--- src/rtl/codix_risc_ibus_pkg.sv ---
// Shared types for the codix_risc instruction-bus prefetcher.
// Bus command encodings, prefetch FSM states and the queue entry layout.
package codix_risc_ibus_pkg;

    localparam logic [1:0] CMD_IDLE = 2'd0;
    localparam logic [1:0] CMD_READ = 2'd1;

    localparam int PF_ADDR_W = 32;
    localparam int PF_DATA_W = 32;

    typedef enum logic [1:0] {
        IDLE   = 2'd0,
        STREAM = 2'd1,
        FLUSH  = 2'd2
    } pf_state_e;

    typedef struct packed {
        logic [PF_ADDR_W-1:0] tag;
        logic [PF_DATA_W-1:0] data;
    } pf_entry_t;

endpackage

--- src/rtl/codix_risc_pf_fifo.sv ---
// Synchronous FIFO holding tagged prefetched words.
// A clear wins over a push arriving in the same cycle.
module codix_risc_pf_fifo #(
    parameter int W     = 64,
    parameter int DEPTH = 4
) (
    input  logic                     clk,
    input  logic                     rst_n,
    input  logic                     push,
    input  logic                     pop,
    input  logic                     clear,
    input  logic [W-1:0]             wdata,
    output logic [W-1:0]             rdata,
    output logic [$clog2(DEPTH):0]   count
);

    localparam int AW = $clog2(DEPTH);
    localparam int CW = AW + 1;

    logic [W-1:0]  mem [DEPTH];
    logic [AW-1:0] wr_ptr;
    logic [AW-1:0] rd_ptr;
    logic [CW-1:0] cnt;

    always_ff @(posedge clk) begin
        if (!rst_n) begin
            wr_ptr <= '0;
            rd_ptr <= '0;
            cnt    <= '0;
        end else if (clear) begin
            wr_ptr <= '0;
            rd_ptr <= '0;
            cnt    <= '0;
        end else begin
            if (push)
                wr_ptr <= wr_ptr + AW'(1);
            if (pop)
                rd_ptr <= rd_ptr + AW'(1);
            case ({push, pop})
                2'b10:   cnt <= cnt + CW'(1);
                2'b01:   cnt <= cnt - CW'(1);
                default: cnt <= cnt;
            endcase
        end
    end

    always_ff @(posedge clk) begin
        if (rst_n && !clear && push)
            mem[wr_ptr] <= wdata;
    end

    assign rdata = mem[rd_ptr];
    assign count = cnt;

endmodule

--- src/rtl/codix_risc_ibus_prefetch.sv ---
// Sequential instruction prefetcher between the core ibus and read-only memory.
// CODIX_RISC_IBUS_PF_STATS_EN adds saturating hit/miss counters.
module codix_risc_ibus_prefetch
    import codix_risc_ibus_pkg::*;
#(
    parameter int ADDR_W  = 32,
    parameter int DATA_W  = 32,
    parameter int DEPTH   = 4,
    parameter int MAX_OUT = 2
) (
    input  logic              CLK,
    input  logic              RST,
    input  logic [ADDR_W-1:0] ibus_A0,
    input  logic [1:0]        ibus_REQCMD0,
    output logic              ibus_REQRESP0,
    output logic [DATA_W-1:0] ibus_Q0,
    output logic              ibus_IFCMD0,
    input  logic              ibus_IFRESP0,
    output logic [ADDR_W-1:0] mem_A0,
    output logic [1:0]        mem_REQCMD0,
    input  logic              mem_REQRESP0,
    input  logic [DATA_W-1:0] mem_Q0,
    input  logic              mem_IFCMD0,
    output logic              mem_IFRESP0
`ifdef CODIX_RISC_IBUS_PF_STATS_EN
    ,
    output logic [31:0]       stat_hits,
    output logic [31:0]       stat_misses
`endif
);

    localparam int STRIDE = DATA_W / 8;
    localparam int CW     = $clog2(DEPTH) + 1;
    localparam int OW     = $clog2(MAX_OUT + 1);
    localparam int SW     = CW + 1;

    typedef struct packed {
        logic [ADDR_W-1:0] tag;
        logic [DATA_W-1:0] data;
    } entry_t;

    pf_state_e         state_q, state_d;
    logic [ADDR_W-1:0] pf_addr_q, pf_addr_d;
    logic [OW-1:0]     out_q, out_d;
    logic              resp_valid_q;
    logic [DATA_W-1:0] resp_data_q;

    entry_t            head, push_entry;
    logic [CW-1:0]     count;
    logic [SW-1:0]     fill;
    logic [ADDR_W-1:0] ret_tag, next_exp;
    logic              req, issue, acc, ret, push;
    logic              match, hit, miss;

    assign req   = (ibus_REQCMD0 == CMD_READ);
    assign fill  = SW'(count) + SW'(out_q);
    assign issue = (state_q == STREAM) && (fill < SW'(DEPTH))
                   && (out_q < OW'(MAX_OUT));
    assign acc   = issue && mem_REQRESP0;
    assign ret   = mem_IFCMD0;
    assign out_d = out_q + OW'(acc) - OW'(ret);

    // Responses come back in order, so the oldest read sits out_q words behind pf_addr.
    assign ret_tag  = pf_addr_q - (ADDR_W'(out_q) * ADDR_W'(STRIDE));
    assign next_exp = (count != '0) ? head.tag : ret_tag;
    assign match    = (next_exp == ibus_A0);

    assign hit  = (state_q == STREAM) && req && (count != '0) && match
                  && (!resp_valid_q || ibus_IFRESP0);
    assign miss = (state_q == STREAM) && req && !match;
    assign push = ret && (state_q == STREAM);

    assign push_entry = '{tag: ret_tag, data: mem_Q0};

    codix_risc_pf_fifo #(
        .W     ($bits(entry_t)),
        .DEPTH (DEPTH)
    ) u_fifo (
        .clk   (CLK),
        .rst_n (RST),
        .push  (push),
        .pop   (hit),
        .clear (miss),
        .wdata (push_entry),
        .rdata (head),
        .count (count)
    );

    always_comb begin
        state_d   = state_q;
        pf_addr_d = pf_addr_q;
        unique case (state_q)
            IDLE: begin
                if (req) begin
                    pf_addr_d = ibus_A0;
                    state_d   = STREAM;
                end
            end
            STREAM: begin
                if (acc)
                    pf_addr_d = pf_addr_q + ADDR_W'(STRIDE);
                if (miss) begin
                    if (out_d != '0)
                        state_d = FLUSH;
                    else
                        pf_addr_d = ibus_A0;
                end
            end
            FLUSH: begin
                if (out_q == '0) begin
                    pf_addr_d = ibus_A0;
                    state_d   = STREAM;
                end
            end
            default: state_d = IDLE;
        endcase
    end

    always_ff @(posedge CLK) begin
        if (!RST) begin
            state_q      <= IDLE;
            pf_addr_q    <= '0;
            out_q        <= '0;
            resp_valid_q <= 1'b0;
            resp_data_q  <= '0;
        end else begin
            state_q   <= state_d;
            pf_addr_q <= pf_addr_d;
            out_q     <= out_d;
            if (hit) begin
                resp_valid_q <= 1'b1;
                resp_data_q  <= head.data;
            end else if (ibus_IFRESP0) begin
                resp_valid_q <= 1'b0;
            end
        end
    end

`ifdef CODIX_RISC_IBUS_PF_STATS_EN
    always_ff @(posedge CLK) begin
        if (!RST) begin
            stat_hits   <= '0;
            stat_misses <= '0;
        end else begin
            if (hit && (stat_hits != '1))
                stat_hits <= stat_hits + 32'd1;
            if (miss && (stat_misses != '1))
                stat_misses <= stat_misses + 32'd1;
        end
    end
`endif

    assign ibus_REQRESP0 = hit;
    assign ibus_IFCMD0   = resp_valid_q;
    assign ibus_Q0       = resp_data_q;
    assign mem_A0        = pf_addr_q;
    assign mem_REQCMD0   = issue ? CMD_READ : CMD_IDLE;
    assign mem_IFRESP0   = 1'b1;

endmodule

--- config.mk ---
export PLATFORM = sky130hd
export DESIGN_NAME = codix_risc_ibus_prefetch
export DESIGN_NICKNAME = d
export VERILOG_FILES = /design/src/rtl/codix_risc_ibus_pkg.sv /design/src/rtl/codix_risc_pf_fifo.sv /design/src/rtl/codix_risc_ibus_prefetch.sv
export SDC_FILE = /design/constraint.sdc
export NUM_CORES = 1
export LEC_CHECK = 0
export ABC_AREA = 1
export CORE_ASPECT_RATIO = 0.8
export CORE_MARGIN = 1
export CORE_UTILIZATION = 41
export CTS_BUF_LIST = sky130_fd_sc_hd__clkbuf_4 sky130_fd_sc_hd__clkbuf_8
export DETAILED_ROUTE_END_ITERATION = 16
export DONT_BUFFER_PORTS = 1
export MAX_ROUTING_LAYER = met4
export SLEW_MARGIN = 5
export SYNTH_ARGS = -nofsm -noshare
export SYNTH_HDL_FRONTEND = slang
export SYNTH_SLANG_ARGS = --single-unit
--- constraint.sdc ---
create_clock -name CLK -period 15.6 [get_ports CLK]
set_clock_uncertainty 0.15 [all_clocks]
set_input_delay 3.9 -clock CLK [delete_from_list [all_inputs] [get_ports CLK]]
set_output_delay 3.9 -clock CLK [all_outputs]
set_load 0.02 [all_outputs]
### After elaboration in Yosys (flattened, before gate mapping)

Memory sizes are Yosys's and may differ from the RTL's. A register that Yosys moved wholly into a read port is not among the register bits.
Cells that the tools add are included.

| storage, ports and cells | value |
|---|---|
| register bits | 76 |
| memory bits (writable) | 256 |
| input bits | 71 |
| output and inout bits | 69 |
| word-level logic and storage cells | 76 |
| memories kept | 1 |

Memory list:

| memory | words | bits a word | read ports | clocked after memory_dff | wr ports | RTL line | RTL |
|---|---|---|---|---|---|---|---|
| u_fifo.mem | 4 | 64 | 1 | 1 | 1 | codix_risc_pf_fifo.sv:20 | `logic [W-1:0] mem [DEPTH];` |

| operators by class | value |
|---|---|
| $add $sub $neg | 9 |
| order comparisons | 2 |
| eq/ne operators | 10 |
| muxes and demuxes | 20 |
| bitwise logic cells | 1 |
| reductions and logical operators | 25 |

Operators by type and width:

| kind | number |
|---|---|
| $mux W32 | 6 |
| $pmux W32 S3 | 1 |
| $add A32 B3 Y32 const B | 1 |
| $eq A32 B32 Y1 | 1 |
| $sub A32 B4 Y32 | 1 |
| $mux W2 | 6 |
| $logic_and A1 B1 Y1 | 11 |
| $eq A2 B1 Y1 const B | 3 |
| $pmux W2 S3 | 1 |
| $pmux W3 S2 | 1 |
| $reduce_bool A2 Y1 | 3 |
| $reduce_bool A3 Y1 | 2 |
| $mux W1 | 5 |
| $add A2 B1 Y2 const B | 2 |
| $add A3 B2 Y4 | 1 |
| $eq A2 B2 Y1 const B | 2 |
| $logic_not A2 Y1 | 2 |
| $lt A4 B3 Y1 const B | 1 |
| $ne A2 B1 Y1 const B | 2 |
| $ne A2 B2 Y1 const B | 2 |
| $reduce_and A4 Y1 | 1 |
| $add A3 B1 Y3 const B | 1 |
| $logic_not A1 Y1 | 3 |
| $reduce_and A3 Y1 | 1 |
| other kinds (7) | 7 |

### Depth between registers and ports, before layout

Gate-level depths: netlist of the first run.

| logic depth | value |
|---|---|
| word-level depth | 11 |
| depth in mapped cells | 26 |
| depth with buffers taken out | 26 |

### Hierarchy

From an unflattened synthesis of the first run, not the netlist that was laid out.

| second synthesis, totals | value |
|---|---|
| cell total of the unflattened synthesis | 1770 |
| area total of the unflattened synthesis | 16389.5 µm² |

Modules (own cells, without submodules):

| module | instances | cells an instance | area each (µm²) | seq. area each (µm²) |
|---|---|---|---|---|
| codix_risc_pf_fifo | 1 | 677 | 9937.0 | 7867.5 |
| codix_risc_ibus_prefetch | 1 | 1093 | 6452.4 | 1381.3 |

### Worst setup path before layout of the first run

Ideal clock, no wire load.

| timing | value |
|---|---|
| path kind | input port to output port |
| start | input ibus_A0[3] |
| end | output ibus_REQRESP0 |
| data arrival time | 4.834 ns |
| required time | 11.550 ns |
| setup slack | 6.716 ns |
| stages on the path | 12 |
| buffers on the path | 0 |
| path through | inv_1 -> nand3_1 -> nand2_1 -> inv_1 -> nand3_1 -> nor2_1 -> nand3_1 -> nor2_1 -> nand3_1 -> nor2_1 -> nand3_1 -> inv_1 |

| on the way | value |
|---|---|
| longest elaborated chain between the ends | 3 |

RTL lines:

| item | RTL line | RTL |
|---|---|---|
| from (decl) | codix_risc_ibus_prefetch.sv:13 | `input logic [ADDR_W-1:0] ibus_A0,` |
| $eq A32 B32 Y1 | codix_risc_ibus_prefetch.sv:66 | `assign match = (next_exp == ibus_A0);` |
| $logic_and A1 B1 Y1 | codix_risc_ibus_prefetch.sv:68 | `assign hit = (state_q == STREAM) && req && (count != '0) && match` |
| $logic_and A1 B1 Y1 | codix_risc_ibus_prefetch.sv:69 | `&& (!resp_valid_q \|\| ibus_IFRESP0);` |
| to (decl) | codix_risc_ibus_prefetch.sv:15 | `output logic ibus_REQRESP0,` |

Every way passes these cells.

### Final worst setup path of the first run

Same ends and word-level chain as after synthesis.

==> metrics.yaml, run 1 <==
ant_nets: 0
yosysUniqueCellTypes: 53
critPathKind: "primary input to output pin"
place_hpwl_um: 28700
vias_per_cell: 5.22
row_count: 65
arrival_ns: 5.74
path_clk_slew_ns: 0.06
synth-edff-count: 256
grt_pass1_wl_um: 68800
rr_worst_depth: 17
worstPathRequired_ns: 11.55
core-area_um2: 39400
worst_hold_path_type: "flip-flop to flip-flop"
yosysTopAreaCellShare: 0.470
critical-path-max-stage-delay_ns: 0.43
synth_nets: 1910
start_kind: "primary input"
post-place-ws_ns: 5.90
synth_async_sr_flop_share: 0
worstPathCellList: "inv_1 > nand3_1 > nand2_1 > inv_1 > nand3_1 > nor2_1 > nand3_1 > nor2_1 > nand3_1 > nor2_1 > nand3_1 > inv_1"
fmax_mhz: 102
cts_made_buffers: 52
synth_flop_cell: "edfxtp_1"
ys_ff_latch: 334
critPathMostFrequentCell: "nand3_1"
fillers: 3878
synth.avg_cell_area_um2: 8.95
fp.dieW_um: 225
io_pins: 140
drive_gt1_frac: 0.117
cap_violations: 0
die_area_um2: 40700
fin_ws_ns: 5.81
grt_pass1_vias: 11800
diodes: 0
worst_pin_slew_ns: 1.07
die_h_um: 181
syn_to_final_growth_pct: 9.24
power.density_nw_per_um2: 174
clock-sinks: 334
final_nets: 1882
drv_slew: 0
post_cts_buffers: 0
htreeDepth: 2
vias: 12400
dr.pass1.iters: 5
critPathBufInv: 3
seq_area_frac_synth: 0.566
final-hold-violation-count: 0
cp_top_family: "simple AND/OR/NAND/NOR gates"
finalSetupViolations: 0
start_util: 0.415
cts_resized: 0
peakVddDrop_uv: 72.8
grt_max_degree: 72
finalCritPeriodShare: 0.627
hold_slack_ns: 0.349
cp_slowest_cell: "nor2_1"
wl_per_cell_um: 18.8
cp_max_fo: 4
clk_path_buf_depth: 3
tns_ns: 0
synth_most_common_cell: "nand2_1"
clkLatencyLatePin_ns: 0.64
track_usage: 0.228
clockRootBuffer: "clkbuf_8"
antenna_found_initial: 0
postCtsHoldBufs: 0
rsz0062_at_grt: "false"
cp.depth: 12
grt-ovfl-total: 0
drt_iter0_drc: 1010
synth_area_um2: 16300
min_delay_path_depth: 2
ys_top_cells_by_count: "nand2_1, edfxtp_1, nand3_1"
endpoint_kind: "output pin"
synth_cells: 1826
maxSlewHeadroom: 0.285
finalCriticalPeriod_ns: 9.79
yosysTopAreaCell: "edfxtp_1"
cts_tree: "built"
gp_congestion: 0.974
synth_area_leaders: "edfxtp_1, nand2_1, dfxtp_1"
numPortBuffers: 0
leakage_nw: 6.84
yosys_warnings: 0
routed_wl_um: 44800
drc: 0
status: "complete, no violations"
## layer usage
metal,track usage,part of all wire,vias up,wire length [um]
met4,0.0637,0.018,0,816
li1,-,-,6065,-
met5,-,0,-,0
met2,0.335,0.45,382,19900
met3,0.0533,0.077,63,3460
met1,0.313,0.46,5902,20600
## power breakdown
| group | internal (mW) | total (mW) | switching [mW] |
|---|---|---|---|
| Sequential | 1.10 | 1.24 | 0.138 |
| Combinational | 0.294 | 1.06 | 0.769 |
| Clock | 0.468 | 0.813 | 0.345 |
| Total | 1.86 | 3.11 | 1.25 |
## per-stage QoR
step | power, mW | utilization | std cells | instance area [um2]
6_report | 3.11 | 0.453 | 2377 | 17800
5_1_grt | 3.31 | 0.453 | 2377 | 17800
4_1_cts | 3.12 | 0.453 | 2377 | 17800
3_5_place_dp | 2.30 | 0.424 | 2280 | 16700
3_3_place_gp | 2.29 | 0.424 | 2280 | 16700
2_1_floorplan | 1.99 | - | 1826 | 16300
## area by class of cell
class                           instances  area, um2  share of cell area
Timing Repair Buffer                   14        105             0.00589
Clock inverter                         15        171             0.00960
Multi-Input combinational cell       1256       6120               0.343
Inverter                              140        534              0.0299
Tap cell                              536        671              0.0376
Clock buffer                           82        991              0.0555
Sequential cell                       334       9250               0.518
## cell usage in the layout, fill, tap and decap left out, types with 10 or more instances in the layout
cell	netlist	routed
clkbuf_8	0	60
nand4_1	15	15
nand2_1	484	484
buf_4	7	14
inv_1	129	128
o21ai_0	85	85
edfxtp_1	256	256
nor2_2	10	10
dfxtp_1	78	76
a21oi_1	53	52
o22ai_1	32	32
nand2_2	36	36
nor2_1	198	194
xor2_1	32	32
a21oi_2	30	31
ha_1	11	11
clkbuf_4	0	22
nand3_1	208	208
## sequential cells by signal (all words and copies together) (netlist names), named ones only
signal         flops
ibus_IFCMD0        1
ibus_Q0           32
mem_A0            32
out_q              2
state_q            2
u_fifo.count       3
u_fifo.mem       256
u_fifo.rd_ptr      2
u_fifo.wr_ptr      2
## cells by family (layout without fill, tap and decap cells)
| group | Yosys count | after routing | synth area share |
|---|---|---|---|
| buffers and inverters | 236 | 251 | 0.0613 |
| adder cells (fa/ha/maj) | 13 | 13 | 0.0109 |
| AO/OA/AOI/OAI | 221 | 221 | 0.0801 |
| AND/OR/NAND/NOR | 988 | 988 | 0.264 |
| flip-flops | 334 | 334 | 0.566 |
| XOR/XNOR | 32 | 32 | 0.0172 |
| other | 2 | 2 | 0.000460 |
## worst register-to-register path, stage by stage (launching register included)
cell      delay (ns)
dfxtp_4         0.80
clkinv_2        1.03
buf_4           0.71
a21oi_1         0.22
a22o_1          0.15
nand2_1         0.08
nand3_1         0.28
nand2_1         0.13
nor2_1          0.11
nand2_1         0.11
nor2_1          0.22
nand3_2         0.21
nand2_1         0.18
nand2_1         0.20
inv_1           0.12
nand3_1         0.30
nor2_4          0.17
buf_4           0.80
## path summary, 6_finish.rpt
check | slack (ns) | end | startpoint
worst min register to register | 0.35 | flip-flop | u_fifo.rd_ptr[1]$_SDFFE_PP0P_
worst max-delay path | 5.81 | ibus_REQRESP0 | ibus_A0[3]
worst min-delay path | 0.35 | flip-flop | u_fifo.rd_ptr[1]$_SDFFE_PP0P_
worst max register to register | 9.15 | u_fifo.mem[3][19]$_DFFE_PP_ | flip-flop
Power figures use the tool's default switching activity.
==> run 2: changes to the inputs <==
==> constraint.sdc (replaced) <==
create_clock -name CLK -period 10.3 [get_ports CLK]
set_clock_uncertainty 0.15 [all_clocks]
set_input_delay 2.575 -clock CLK [delete_from_list [all_inputs] [get_ports CLK]]
set_output_delay 2.575 -clock CLK [all_outputs]
set_load 0.02 [all_outputs]
==> run 2 against run 1 <==
Sequential share of layout area fell by 0.069 points. Combinational power rose by 52%. Largest cell class unchanged. Total power rose by 52%. Final cell count rose by 0.21%. Final area rose by 0.13%. Critical path depth rose by 3.
==> metrics.yaml, run 2 (same netlist as run 1, synthesis figures left out) <==
seq_area_um2: 9250  # unchanged
drc: 0  # unchanged
finalCriticalPeriod_ns: 7.42
pwr-share-seq: 0.397  # about the same
row_count: 65  # unchanged
core-area_um2: 39400  # unchanged
grt_pass1_vias: 11700  # -1.2%
leakage_nw: 6.87  # +0.43%
die_h_um: 181  # unchanged
final_nets: 1886  # +0.21%
diodes: 0  # unchanged
numPortBuffers: 0  # unchanged
tns_ns: 0  # unchanged
worstPathCellList: "clkinv_2 > buf_4 > buf_4 > nand2_1 > nand3_1 > nand2_1 > nand2_1 > nand2_1 > nand2_1 > nand2_1 > nor3_1 > nand3_1 > nor2_1 > nand3_1 > inv_1"
clkLatencyLatePin_ns: 0.63  # about the same
start_kind: "flip-flop"
hold_slack_ns: 0.349  # +0.0000180 ns
holdCritStartpoint: "u_fifo.count[0]$_SDFFE_PP0P_"
cap_violations: 0  # unchanged
wl_per_cell_um: 18.9  # +0.26%
largest_register_ffs: 256  # unchanged
dr.pass1.iters: 5  # unchanged
final_cells: 2382  # +0.21%
drive_gt1_frac: 0.121  # +0.00402
finalSetupViolations: 0  # unchanged
final-hold-violation-count: 0  # unchanged
drv_slew: 0  # unchanged
vias_per_cell: 5.24  # +0.34%
worstPathRequired_ns: 7.58  # -3.97 ns
path_clk_slew_ns: 0.06  # about the same
post_cts_buffers: 0  # unchanged
fin_ws_ns: 2.88  # -2.93 ns
fin_total_pwr_mw: 4.72  # +52%
reg2reg_slack_ns: 4.03  # -5.12 ns
dp.cells: 2281  # +0.044%
fp.dieW_um: 225  # unchanged
grt_max_degree: 72  # unchanged
critPathMostFrequentCell: "nand2_1"
largest-register: "u_fifo.mem"
cts_made_buffers: 55  # +5.8%
rsz0062_at_grt: "false"
post-place-ws_ns: 3.39  # -2.51 ns
p_int_mw: 2.81  # +51%
arrival_ns: 4.69  # -1.05 ns
fmax_mhz: 135
gp_congestion: 0.960  # -1.5%
rr_worst_depth: 19  # +2
antenna_found_initial: 0  # unchanged
critPathKind: "flip-flop to output pin"
ant_nets: 0  # unchanged
grt_pass1_wl_um: 68900  # +0.27%
combPwrFrac: 0.340  # about the same
clockRootBuffer: "clkbuf_8"
vias: 12500  # +0.55%
cts_tree: "built"
drt_iter0_drc: 1110  # +9.9%
mostFrequentLayoutCells: "nand2_1, edfxtp_1, nand3_1"
io_pins: 140  # unchanged
grt-ovfl-total: 0  # unchanged
htreeDepth: 2  # unchanged
whs_endpoint: "u_fifo.count[0]$_SDFFE_PP0P_"
critical-path-max-stage-delay_ns: 0.63  # +0.20 ns
p_sw_frac: 0.405  # +0.00303
die_area_um2: 40700  # unchanged
power.density_nw_per_um2: 264  # +51%
finalCritPeriodShare: 0.720
p_sw_mw: 1.91  # +53%
cp_slowest_cell: "buf_4"
place_hpwl_um: 28900  # +0.67%
status: "complete, no violations"
min_delay_path_depth: 2  # unchanged
routed_wl_um: 45000  # +0.47%
clk_path_buf_depth: 3  # unchanged
start_util: 0.415  # unchanged
multi_input_area_um2: 6120  # unchanged
maxSlewHeadroom: 0.243  # -0.0418
postCtsHoldBufs: 0  # unchanged
r2r_end: "u_fifo.mem[1][19]$_DFFE_PP_"
cp_max_fo: 71  # +67
clock-sinks: 334  # unchanged
syn_to_final_growth_pct: 9.38
fillers: 3859  # -0.49%
layout_commonest_cell: "nand2_1"
worst_pin_slew_ns: 1.13  # +0.0600 ns
cts_resized: 0  # unchanged
endpoint_kind: "output pin"
p_clk_frac: 0.263  # +0.002
worst_hold_path_type: "flip-flop to flip-flop"
track_usage: 0.229  # +0.000466
peakVddDrop_uv: 108  # +49%
==> run 2: cell types whose count changed in the layout (fill, tap and decap cells not counted) <==
cell / change
clkbuf_8: +4
bufinv_16: -1
clkinv_2: +11
clkbuf_4: -6
buf_4: +1
clkinvlp_4: -1
clkinv_1: -3
==> run 2: worst max-delay path: cells and delay by family (launching register included) <==
kind                   cells  cell delay, ns
DFF                        1            0.54
buffers and inverters      4            1.54
and+or+nand+nor           11            1.83
==> run 2: layer usage <==
| layer | routed length (um) | track usage | vias up |
|---|---|---|---|
| met4 | 765 | 0.0601 | 0 |
| met2 | 19900 | 0.333 | 397 |
| met3 | 3330 | 0.0515 | 54 |
| li1 | - | - | 6080 |
| met5 | 0 | - | - |
| met1 | 21000 | 0.320 | 5949 |
==> run 2: how the worst max path moves through the flow <==
stage                     depth (start not counted)  startpoint  slack [ns]                          to
after floorplan                                  14  ibus_A0[4]        3.26  u_fifo.mem[0][0]$_DFFE_PP_
after global placement                           12  ibus_A0[3]        3.40               ibus_REQRESP0
after detailed placement                         12  ibus_A0[3]        3.39               ibus_REQRESP0
after CTS                                        15   flip-flop        2.88               ibus_REQRESP0
after global routing                             15   flip-flop        2.55               ibus_REQRESP0
final                                            15   flip-flop        2.88               ibus_REQRESP0
==> run 2: layout make-up <==
| cell class | instances | share of cell area |
|---|---|---|
| Inverter | 140 | 0.0299 |
| Sequential cell | 334 | 0.518 |
| Clock buffer | 80 | 0.0560 |
| Multi-Input combinational cell | 1256 | 0.343 |
| Clock inverter | 21 | 0.00994 |
| Timing Repair Buffer | 15 | 0.00630 |
| Tap cell | 536 | 0.0375 |
==> run 2: power groups by stage <==
stage                     Combinational, mW  Clock, mW  Sequential, mW
after floorplan                        1.20          0            1.81
after global placement                 1.57          0            1.90
after detailed placement               1.58          0            1.90
after CTS                              1.59       1.28            1.87
after global routing                   1.79       1.34            1.89
final                                  1.61       1.24            1.87
==> run 2: per-stage QoR <==
step            util  cell area, um2
3_3_place_gp   0.424           16700
6_report       0.454           17900
2_1_floorplan      -           16300
4_1_cts        0.454           17900
3_5_place_dp   0.424           16700
5_1_grt        0.454           17900
==> RTL edit (config.mk and constraints of run 2) <==
The option `CODIX_RISC_IBUS_PF_STATS_EN` is turned on by a define.
--- a/src/rtl/codix_risc_ibus_prefetch.sv
+++ b/src/rtl/codix_risc_ibus_prefetch.sv
@@ -2,2 +2,4 @@
 // CODIX_RISC_IBUS_PF_STATS_EN adds saturating hit/miss counters.
+`define CODIX_RISC_IBUS_PF_STATS_EN
+
 module codix_risc_ibus_prefetch
Check against the original RTL (old outputs only; new: stat_hits and stat_misses): same outputs for any inputs over 4 cycles, from zero or initial values and one cycle with RST low; that may be too few to reach the edited logic, so the function may still have changed.
==> RTL edit against run 2 <==
Worst setup slack improved by 220 ps; wire length grew 35%; sequential cell count increased by 64; critical path type unchanged; design area is 22% higher; highest routed layer unchanged; sequential power grew 16%; critical path depth grew 2; area after synthesis is 22% higher; power rose by 14%; synthesized cell count rose by 31%.
==> RTL edit: results (changes against run 2) <==
[place]
dp.cells=2917  ; +28%
dpl_worst_slack_ps=3140  ; -255 ps
place_hpwl_um=40100  ; +39%

[yosys]
ys_seq_area_share_pct=53.0  ; -3.6 points
ys_types=48  ; -9.4%
synth_area_leaders=edfxtp_1 (39%), dfxtp_1 (14%), nand2_1 (13%)
synthCells=2401  ; +31%
synthTopCellsByCount=nand2_1 (694), edfxtp_1 (256), nand3_1 (245)

[clock_tree]
cts_made_buffers=69  ; +25%
htree_levels=3  ; +1
clk_latency_ps=650  ; +20 ps

[outcome]
status=completed

[cells_and_area]
nets=2454  ; +30%
drive_above_1_share_pct=7.30  ; -4.8 points
fillers=4666  ; +21%

[grt]
grt_pass1_wl_um=92400  ; +34%
grt_pass1_vias=15392  ; +32%
grt_max_degree=93  ; +29%
grt_usage_pct=25.5  ; +2.6 points

[worst_setup_path]
reg2reg_to=u_fifo.mem[0][41]
crit_path_top_delay_cell=dfxtp_1
r2r_slack_ps=4180  ; +150 ps
max_stage_delay_ps=610  ; -20 ps
worstPathArrival_ps=4470  ; -220 ps
crit_path_max_fanout=5  ; -93%

[routing]
dr.first_iter.drc_count=1358  ; +22%
drtPass1Iterations=6  ; +1
drt-wirelength-per-cell_um=20.0  ; +5.8%

[pwr]
vdd_drop_max_uv=123  ; +13%

[sta]
fin_crit_sh_pct=69.9  ; -2.1 points
timing.hold.ws_ps=375  ; +26.1 ps

[hold_path]
min_from=u_fifo.wr_ptr[0]

## RTL edit: metrics by stage
stage          util (%)  power, mW
2_1_floorplan         -       3.28
3_3_place_gp       42.6       3.77
3_5_place_dp       42.6       3.78
4_1_cts            45.8       5.38
5_1_grt            45.8       5.67
6_report           45.8       5.37
## RTL edit: how the worst min path moves through the flow
| stage | end | cells after the start |
|---|---|---|
| after CTS | u_fifo.rd_ptr[1] | 2 |
| final | u_fifo.wr_ptr[0] | 2 |
| after global routing | flip-flop | 2 |
| after floorplan | u_fifo.count[0] | 2 |
| after global placement | flip-flop | 2 |
| after detailed placement | flip-flop | 2 |
## RTL edit: final cells by class
class,instances,area (um2),share of cell area [%]
flip-flops and latches,398,10500,48.4
multi-input cells,1695,8080,37.2
clock buffers,108,1330,6.12
well taps,620,776,3.57
inverters,188,709,3.26
clock inverters,19,193,0.886
repair buffers,16,120,0.552
diodes,1,2.50,0.0115
## RTL edit: power breakdown
part	switching, mW	leakage [nW]	total (mW)	internal (mW)
Combinational	1.20	3.98	1.64	0.441
Clock	0.672	0.812	1.58	0.904
Sequential	0.235	3.48	2.16	1.92
Total	2.10	8.27	5.37	3.27
## RTL edit: kinds of logic (layout without fill, tap and decap cells)
family | count (synthesis) | after routing | synth area share, %
AND/OR/NAND/NOR | 1313 | 1313 | 28.1
XOR/XNOR | 88 | 88 | 3.88
other | 2 | 3 | 0.0378
buffers and inverters | 308 | 331 | 6.55
AO/OA/AOI/OAI | 276 | 276 | 7.38
flip-flops | 398 | 398 | 53.0
multiplexers | 1 | 1 | 0.0504
adder cells (fa/ha/maj) | 15 | 15 | 1.02
## RTL edit: layer usage
metal	global-route usage, %	vias to the layer above	wire [um]
met5	-	-	0
met4	5.56	0	1000
met1	35.0	7694	28200
met2	37.3	554	26500
met3	7.14	88	5140
li1	-	7967	-
